==> config.mk <==
export PLATFORM = sky130hd
export DESIGN_NAME = dram_burst_master
export DESIGN_NICKNAME = d
export VERILOG_FILES = /design/src/rtl/dram_pkg.sv /design/src/rtl/dram_rsp_fifo.sv /design/src/rtl/dram_burst_master.sv
export SDC_FILE = /design/constraint.sdc
export NUM_CORES = 1
export LEC_CHECK = 0
export ABC_AREA = 0
export ABC_CLOCK_PERIOD_IN_PS = 5700
export BUFFER_PORTS_ARGS = -buffer_cell sky130_fd_sc_hd__buf_4
export CORE_ASPECT_RATIO = 1.4
export CORE_UTILIZATION = 60
export CTS_BUF_LIST = sky130_fd_sc_hd__clkbuf_8
export DETAILED_ROUTE_END_ITERATION = 10
export GPL_ROUTABILITY_DRIVEN = 0
export PLACE_DENSITY = 0.85
export SLEW_MARGIN = 25
export SYNTH_ARGS = -nofsm -noshare
export SYNTH_HDL_FRONTEND = slang
export SYNTH_SLANG_ARGS = --single-unit
==> constraint.sdc <==
create_clock -name clk -period 5.7 [get_ports clk]
set_input_delay 0.855 -clock clk [delete_from_list [all_inputs] [get_ports clk]]
set_output_delay 0.855 -clock clk [all_outputs]
set_load 0.005 [all_outputs]
==> src/rtl/dram_pkg.sv <==
// Shared definitions for the per-core DRAM burst master: default widths,
// response FIFO depth and the burst FSM state encoding.
package dram_pkg;

  localparam int DEF_ADDR_W = 16;
  localparam int DEF_DATA_W = 16;
  localparam int DEF_LEN_W  = 4;
  localparam int RSP_DEPTH  = 4;
  localparam int RSP_CNT_W  = $clog2(RSP_DEPTH + 1);

  typedef enum logic [1:0] {
    IDLE,
    WRITE,
    READ,
    DONE
  } state_t;

endpackage

==> src/rtl/dram_rsp_fifo.sv <==
// Small response FIFO holding {last, data} read beats between the DRAM port
// and the consumer; the head entry is presented combinationally.
module dram_rsp_fifo
  import dram_pkg::*;
#(
  parameter int DATA_W = DEF_DATA_W
) (
  input  logic                 clk,
  input  logic                 rst_n,
  input  logic                 push,
  input  logic [DATA_W:0]      push_data,
  input  logic                 pop,
  output logic [DATA_W:0]      pop_data,
  output logic [RSP_CNT_W-1:0] count
);

  localparam int PTR_W = $clog2(RSP_DEPTH);

  logic [DATA_W:0]  mem [RSP_DEPTH];
  logic [PTR_W-1:0] wr_ptr;
  logic [PTR_W-1:0] rd_ptr;
  logic             do_pop;

  assign do_pop   = pop && (count != '0);
  assign pop_data = mem[rd_ptr];

  // Storage is cleared on reset so the read data bus reads zero afterwards.
  always_ff @(posedge clk or negedge rst_n) begin
    if (!rst_n) begin
      wr_ptr <= '0;
      rd_ptr <= '0;
      count  <= '0;
      for (int i = 0; i < RSP_DEPTH; i++) begin
        mem[i] <= '0;
      end
    end else begin
      if (push) begin
        mem[wr_ptr] <= push_data;
        wr_ptr      <= wr_ptr + 1'b1;
      end
      if (do_pop) begin
        rd_ptr <= rd_ptr + 1'b1;
      end
      count <= count + RSP_CNT_W'(push) - RSP_CNT_W'(do_pop);
    end
  end

endmodule

==> src/rtl/dram_burst_master.sv <==
// Core-side burst initiator for one DRAM port: expands a burst command into
// per-word port cycles and streams write/read beats with valid/ready.
module dram_burst_master
  import dram_pkg::*;
#(
  parameter int ADDR_W = DEF_ADDR_W,
  parameter int DATA_W = DEF_DATA_W,
  parameter int LEN_W  = DEF_LEN_W
) (
  input  logic              clk,
  input  logic              rst_n,
  input  logic              cmd_valid,
  output logic              cmd_ready,
  input  logic              cmd_write,
  input  logic [ADDR_W-1:0] cmd_addr,
  input  logic [LEN_W-1:0]  cmd_len,
  input  logic              wr_valid,
  output logic              wr_ready,
  input  logic [DATA_W-1:0] wr_data,
  output logic              rd_valid,
  input  logic              rd_ready,
  output logic [DATA_W-1:0] rd_data,
  output logic              rd_last,
  output logic              done,
  output logic              mem_write_en,
  output logic [ADDR_W-1:0] mem_addr,
  output logic [DATA_W-1:0] mem_data_in,
  input  logic [DATA_W-1:0] mem_data_out
);

  state_t                 state;
  logic [ADDR_W-1:0]      cur_addr;
  logic [LEN_W-1:0]       beat_cnt;
  logic                   issue_done;
  logic                   iss_v;
  logic                   iss_last;
  logic                   dram_v;
  logic                   dram_last;
  logic [RSP_CNT_W-1:0]   fifo_count;
  logic [DATA_W:0]        fifo_head;
  logic [RSP_CNT_W:0]     occupancy;
  logic                   issue_ok;
  logic                   rd_fire;

  assign cmd_ready = (state == IDLE);
  assign wr_ready  = (state == WRITE);
  assign done      = (state == DONE);

  assign rd_valid  = (fifo_count != '0);
  assign rd_fire   = rd_valid && rd_ready;
  assign rd_data   = fifo_head[DATA_W-1:0];
  assign rd_last   = rd_valid && fifo_head[DATA_W];

  // Beats already in the DRAM pipeline reserve a FIFO slot, so the FIFO can never overflow.
  assign occupancy = {1'b0, fifo_count} + (RSP_CNT_W+1)'(iss_v) + (RSP_CNT_W+1)'(dram_v);
  assign issue_ok  = (state == READ) && !issue_done && (occupancy < (RSP_CNT_W+1)'(RSP_DEPTH));

  dram_rsp_fifo #(
    .DATA_W(DATA_W)
  ) u_rsp_fifo (
    .clk      (clk),
    .rst_n    (rst_n),
    .push     (dram_v),
    .push_data({dram_last, mem_data_out}),
    .pop      (rd_fire),
    .pop_data (fifo_head),
    .count    (fifo_count)
  );

  always_ff @(posedge clk or negedge rst_n) begin
    if (!rst_n) begin
      state        <= IDLE;
      cur_addr     <= '0;
      beat_cnt     <= '0;
      issue_done   <= 1'b0;
      iss_v        <= 1'b0;
      iss_last     <= 1'b0;
      dram_v       <= 1'b0;
      dram_last    <= 1'b0;
      mem_write_en <= 1'b0;
      mem_addr     <= '0;
      mem_data_in  <= '0;
    end else begin
      iss_v        <= 1'b0;
      mem_write_en <= 1'b0;
      dram_v       <= iss_v;
      dram_last    <= iss_last;
      case (state)
        IDLE: begin
          if (cmd_valid) begin
            cur_addr   <= cmd_addr;
            beat_cnt   <= cmd_len;
            issue_done <= 1'b0;
            state      <= cmd_write ? WRITE : READ;
          end
        end
        WRITE: begin
          if (wr_valid) begin
            mem_write_en <= 1'b1;
            mem_addr     <= cur_addr;
            mem_data_in  <= wr_data;
            cur_addr     <= cur_addr + 1'b1;
            if (beat_cnt == '0) begin
              state <= DONE;
            end else begin
              beat_cnt <= beat_cnt - 1'b1;
            end
          end
        end
        READ: begin
          if (issue_ok) begin
            mem_addr <= cur_addr;
            iss_v    <= 1'b1;
            iss_last <= (beat_cnt == '0);
            cur_addr <= cur_addr + 1'b1;
            if (beat_cnt == '0) begin
              issue_done <= 1'b1;
            end else begin
              beat_cnt <= beat_cnt - 1'b1;
            end
          end
          // The burst ends when the consumer takes the beat tagged last.
          if (rd_fire && fifo_head[DATA_W]) begin
            state <= DONE;
          end
        end
        DONE: begin
          state <= IDLE;
        end
        default: begin
          state <= IDLE;
        end
      endcase
    end
  end

endmodule

; After elaboration in Yosys (flattened, before gate mapping)
; Index checks and enable logic that the tools add are counted.
[classes]
add_sub_neg = 8
order_cmp = 4
eq_ne = 9
mux = 32
bitwise_logic = 2
n_reduce_logical = 20
[op_table]
columns = cell, n
row1 = 2-to-1 mux 16 bit, 5
row2 = bitwise mux 68 bit, 1
row3 = 2-to-1 mux 17 bit, 3
row4 = case mux 16 bit (3 select lines), 1
row5 = binary-select mux 17 bit (select 2 bit), 1
row6 = demux 17 bit (select 2 bit), 1
row7 = case mux 16 bit (2 select lines), 1
row8 = adder 16 x 1 -> 16 bit (second input constant), 1
row9 = 2-to-1 mux 4 bit, 4
row10 = case mux 4 bit (3 select lines), 1
row11 = AND reduction 4 bit, 3
row12 = 2-to-1 mux 2 bit, 5
row13 = case mux 2 bit (4 select lines), 1
row14 = logical AND 1 bit, 7
row15 = 2-to-1 mux 1 bit, 7
row16 = greater-or-equal comparator 3 bit (second input constant), 2
row17 = inequality test 2 x 1 -> 1 bit (second input constant), 3
row18 = inequality test 2 bit (second input constant), 3
row19 = inverter 2 -> 3 bit, 2
row20 = nonzero test 3 bit, 2
row21 = adder 2 x 1 -> 2 bit (second input constant), 2
row22 = adder 3 x 1 -> 4 bit, 1
row23 = adder 4 x 1 -> 4 bit, 1
row24 = equality test 2 bit (second input constant), 2
row25 = other kinds (13), 15
[totals]
ff_bits = 135
in_bits = 58
output_inout_bits = 54
wordCells = 93

; Logic depth before layout (Yosys ltp)
[logic_depth]
depth_word = 7
ltp_mapped = 10
mapped_depth_nobuf = 7

; By module
; From an unflattened synthesis, not the netlist that was laid out.
[unflattened]
cells_unflattened = 458
area_unflattened_um2 = 6516.2
[modules_own_cells]
columns = module, n_inst, cells_per_inst, area_per_inst_um2, seq_area_each_um2
row1 = dram_rsp_fifo, 1, 195, 3535.9, 1876.8
row2 = dram_burst_master, 1, 263, 2980.4, 1501.4

; Least setup slack after synthesis
; No wires, ideal clock.
[synth_path]
path_kind = reg-to-output
from = reg u_rsp_fifo.rd_ptr[0]
to = out rd_data[10]
arrival_ns = 1.662
required_time_ns = 4.845
setup_slack_ns = 3.183
path_stages_with_launch = 4
n_path_buf = 2
path_cell_list = dfrtp_1 -> buf_2 -> buf_1 -> mux4_2
[synth_between]
elab_chain_cells = 4
[synth_lines]
columns = item, line_no
row1 = start: declaration, dram_rsp_fifo.sv:21  ; logic [PTR_W-1:0] rd_ptr;
row2 = start signal: assignment, dram_rsp_fifo.sv:42  ; rd_ptr <= rd_ptr + 1'b1;
row3 = inverter 2 -> 3 bit (not written as such), dram_rsp_fifo.sv:25  ; assign pop_data = mem[rd_ptr];
row4 = binary-select mux 17 bit (select 2 bit), dram_rsp_fifo.sv:25
row5 = 2-to-1 mux 17 bit (not written as such) (2 in series), dram_rsp_fifo.sv:25
row6 = end: declaration, dram_burst_master.sv:22  ; output logic [DATA_W-1:0] rd_data,
; Every way passes these cells. The select of a mux whose other input is x is not followed.

; Worst setup path in the final report
[layout_path]
from = reg dram_v
to = reg cur_addr[5]
[layout_between]
elab_chain_cells = 5
[layout_lines]
columns = item, line_no
row1 = start: declaration, dram_burst_master.sv:37  ; logic dram_v;
row2 = start signal: assignment, dram_burst_master.sv:86  ; dram_v <= iss_v;
row3 = adder 4 x 1 -> 4 bit, dram_burst_master.sv:55  ; assign occupancy = {1'b0, fifo_count} + (RSP_CNT_W+1)'(iss_v) + (RSP_CNT_W+1)'(dram_v);
row4 = less-than comparator 4 x 3 -> 1 bit, dram_burst_master.sv:56  ; assign issue_ok = (state == READ) && !issue_done && (occupancy < (RSP_CNT_W+1)'(RSP_DEPTH));
row5 = logical AND 1 bit, dram_burst_master.sv:56
row6 = inequality test 2 bit (no source line), n/a
row7 = AND reduction 4 bit (no source line), n/a
row8 = end signal: assignment, dram_burst_master.sv:91  ; cur_addr <= cmd_addr;
row9 = end signal: assignment, dram_burst_master.sv:102  ; cur_addr <= cur_addr + 1'b1;
row10 = end signal: assignment, dram_burst_master.sv:115  ; cur_addr <= cur_addr + 1'b1;
row11 = end: declaration, dram_burst_master.sv:32  ; logic [ADDR_W-1:0] cur_addr;
; Every way passes these cells.
; A chain may end at the register's enable or synchronous reset.

==> summary.md <==
| Metric | Value |
|---|---|
| Xor/xnor share of the synthesized area | `less than 1%` |
| CP Class | `flip-flop to flip-flop` |
| Commonest non-fill, non-tap cell in the layout | `dfrtp_1` |
| Post-DRT Antenna Nets | `0` |
| Max_cap viols | `0` |
| CTS Sinks | `about 140` |
| Simple-gate share of the synthesized area | `under 10%` |
| Clk Latency, worst-skew pair | `0.42 ns` |
| First drt pass iteration count | `4` |
| Class of the worst hold path | `flip-flop to flip-flop` |
| Sequential fraction of the synthesis area | `between 50% and 60%` |
| Slew @ Worst Pin | `around 0.92 ns` |
| DP HPWL | `about 8900 um` |
| Initial antenna violation count | `0` |
| Core Rows | `between 40 and 50` |
| FF+latch count, synth | `~140` |
| Area of the die | `10700 um2` |
| Synth Net Count | `roughly 540` |
| Antenna fix cells | `0` |
| Clock Tree Root | `clkbuf_8` |
| CP startpoint kind | `flip-flop` |
| GR Util met1 | `between 30% and 40%` |
| Final Net Count | `between 600 and 700` |
| Fin Setup TNS | `0 ns` |
| Clock Tree Buf Depth | `2` |
| Leak pwr | `~3.5 nW` |
| Tcrit/Tclk final | `54.5%` |
| Share of cells above drive strength 1 | `44.6%` |
| Vias in the first global route | `about 4400` |
| Crit. End Element | `flip-flop` |
| Post-synthesis mux area share | `roughly a quarter` |
| Fillers | `roughly 650` |
| H-tree Lvls | `4` |
| RSZ-0062 raised after global routing | `false` |
| Clock transition at path regs | `about 0.07 ns` |
| Initial Utilization | `62.1%` |
| Post-synthesis compound-gate area fraction | `approximately 3.4%` |
| Post-CTS Setup Repair Bufs | `0` |
| Num ports | `about 110` |
| Final slew viol count | `0` |
| Sw frac | `~34%` |
| PwrDens | `roughly 630 nW/um2` |
| First-pass GRT wire length | `roughly 21000 um` |
| Largest family of logic cells by synthesized area | `multiplexers` |
| Most used routing layer | `met2` |
| Fmax | `about 0.32 GHz` |
| Most frequent cells in the layout | `135 x dfrtp_1, 116 x buf_4, 102 x mux2_2` |
| Num CTS Buffers | `17` |
| Clock Power Share | `between 10% and 20%` |
| Netlist cell types | `40` |
| Dpl cell area | `roughly 7100 um2` |
| Async SR Flop Fraction | `between 90% and 100%` |
| Post-synth EDFFs | `0` |
| Max-slew headroom | `roughly two fifths` |
| Gate power share | `a little over two fifths` |
| NetSw | `between 0.0015 and 0.002 W` |
| WL final | `around 13000 um` |
| DRT iter0 DRCs | `about 130` |
| Avg Inst Size Synth | `13.1 um2` |
| DRC | `0` |
| Die Y | `~120 um` |
| Area share of fa/ha/maj cells after synthesis | `about 3.2%` |
| Core Box Area | `9950 um2` |
| Post-Syn Instances | `471` |
| I/O Buffers | `~110` |
| Final clock skew | `0.0118 ns` |
| Chip width | `roughly 88 um` |
| Data arrival, critical path | `approximately 3.5 ns` |
| Peak VDD IR | `about 0.34 mV` |
| Internal Power | `between 0.003 and 0.004 W` |
| Top post-synthesis cells by area | `dfrtp_1 55%, mux2_2 19%, mux4_2 6.2%` |
| Setup violators final | `0` |
| Total gr overflow | `0` |
| GR Util All Layers | `26.5%` |
| Status | `finished clean` |
| GR Layer Usage met2 | `between 40% and 50%` |
| Hold bufs inserted after CTS | `0` |
| Vias | `about 4200` |
| Ys flop type | `dfrtp_1` |
| Wirelength per Cell | `around 18 um` |
| Area leader, netlist | `dfrtp_1` |
| Required @ worst endpoint | `between 6 and 7 ns` |
| Reg power frac | `between 30% and 40%` |
| Met3 usage | `between 6 and 7%` |
| Post-synth top area share | `a little over half` |
| Vias/cell | `roughly 5.8` |
| Final critical-path required period | `3.10 ns` |
| Crit path max fanout | `24` |
| Mapped Area | `just over 6000 um2` |
| Final Hold Viols | `0` |
| Sequential cell area | `roughly 3400 um2` |
| Area grow syn2layout | `22.7%` |
| Post-layout instance area | `roughly 7600 um2` |
| YS warnings | `0` |
| CTS tree | `built` |
| Multi-input logic area | `about 2700 um2` |
| Largest net degree at the start of global routing | `75` |
| Post_cts resized | `0` |
-- path summary, 6_finish.rpt --
check,to,slack [ns],start,depth (start not counted)
min,dram_last$_DFF_PN0_,0.38,iss_last$_DFFE_PN0P_,0
max reg2reg,cur_addr[5]$_DFFE_PN0P_,2.60,dram_v$_DFF_PN0_,7
max,cur_addr[5]$_DFFE_PN0P_,2.60,dram_v$_DFF_PN0_,7
min reg2reg,dram_last$_DFF_PN0_,0.38,iss_last$_DFFE_PN0P_,0
max in group asynchronous,mem_data_in[7]$_DFFE_PN0P_,3.76,rst_n,2
min in group asynchronous,u_rsp_fifo.mem[20]$_DFFE_PN0P_,0.49,rst_n,1
-- final cells by class --
class / count / share of cell area (%)
Tap cell: 135 / 2.23
Multi-Input combinational cell: 297 / 35.0
Timing Repair Buffer: 116 / 11.5
Clock buffer: 22 / 3.99
Clock inverter: 10 / 1.98
Inverter: 16 / 0.791
Sequential cell: 135 / 44.5
-- metal layers --
metal / up-vias / wire length [um]
li1: 1940 / -
met1: 2148 / 5000
met2: 122 / 7240
met3: 22 / 518
met4: 0 / 231
met5: - / 0
-- state kept, by name, indices dropped and copies added (netlist names) --
register	count
dram_v	1
state	2
issue_done	1
beat_cnt	4
iss_v	1
u_rsp_fifo.count	3
u_rsp_fifo.mem	68
mem_addr	16
iss_last	1
dram_last	1
u_rsp_fifo.rd_ptr	2
mem_data_in	16
cur_addr	16
mem_write_en	1
u_rsp_fifo.wr_ptr	2
-- cell usage after synthesis (2+ instances only) --
| master | count |
|---|---|
| nor3b_1 | 2 |
| a31oi_1 | 11 |
| a221oi_1 | 3 |
| nor3_1 | 9 |
| and2_1 | 3 |
| nor4_1 | 2 |
| o21ai_0 | 5 |
| clkbuf_1 | 17 |
| ha_1 | 14 |
| inv_1 | 14 |
| mux4_2 | 17 |
| nand4_1 | 2 |
| a211o_1 | 2 |
| nor2_1 | 17 |
| a21oi_1 | 3 |
| o31a_1 | 2 |
| xnor2_1 | 2 |
| nand4b_1 | 7 |
| o31ai_1 | 2 |
| or3_1 | 2 |
| mux2_2 | 102 |
| nor2b_1 | 3 |
| mux2i_1 | 7 |
| dfrtp_1 | 135 |
| nand3_1 | 28 |
| buf_2 | 5 |
| and3_1 | 7 |
| xor2_1 | 2 |
| or4_1 | 3 |
| nand2_1 | 33 |
-- power groups by stage --
stage	Sequential (W)	Clock [W]	Combinational, W
2_1_floorplan	0.00170	0	0.00146
4_1_cts	0.00182	0.000899	0.00213
5_1_grt	0.00189	0.000946	0.00232
3_5_place_dp	0.00183	0	0.00212
6_report	0.00182	0.000881	0.00211
3_3_place_gp	0.00179	0	0.00202
-- kinds of logic after synthesis --
kind of cell | after synthesis
flops | 135
mux | 126
simple gates | 121
buf+inv | 39
compound gates | 31
fa+ha+maj | 15
xor+xnor | 4
-- per-stage QoR --
step / hold WS [ns] / cells / total power (W) / utilization (%) / setup WS (ns)
floorplan: 0.350 / 471 / 0.00316 / - / 3.18
global placement: 0.361 / 699 / 0.00381 / 71.7 / 2.80
detailed placement: 0.369 / 699 / 0.00395 / 71.7 / 2.67
CTS: 0.374 / 731 / 0.00485 / 76.3 / 2.57
global route: 0.393 / 731 / 0.00515 / 76.3 / 2.45
finish: 0.376 / 731 / 0.00481 / 76.3 / 2.60
-- critical path, cell delays in order (launching register included) --
cell and delay (ns):
dfrtp_1 0.49, ha_1 0.35, a21oi_1 0.09, o31a_1 0.27
o31a_1 0.29, or4_1 0.86, or4_1 0.60, nand3_1 0.10
No activity file was read; power rests on OpenSTA's default activity.
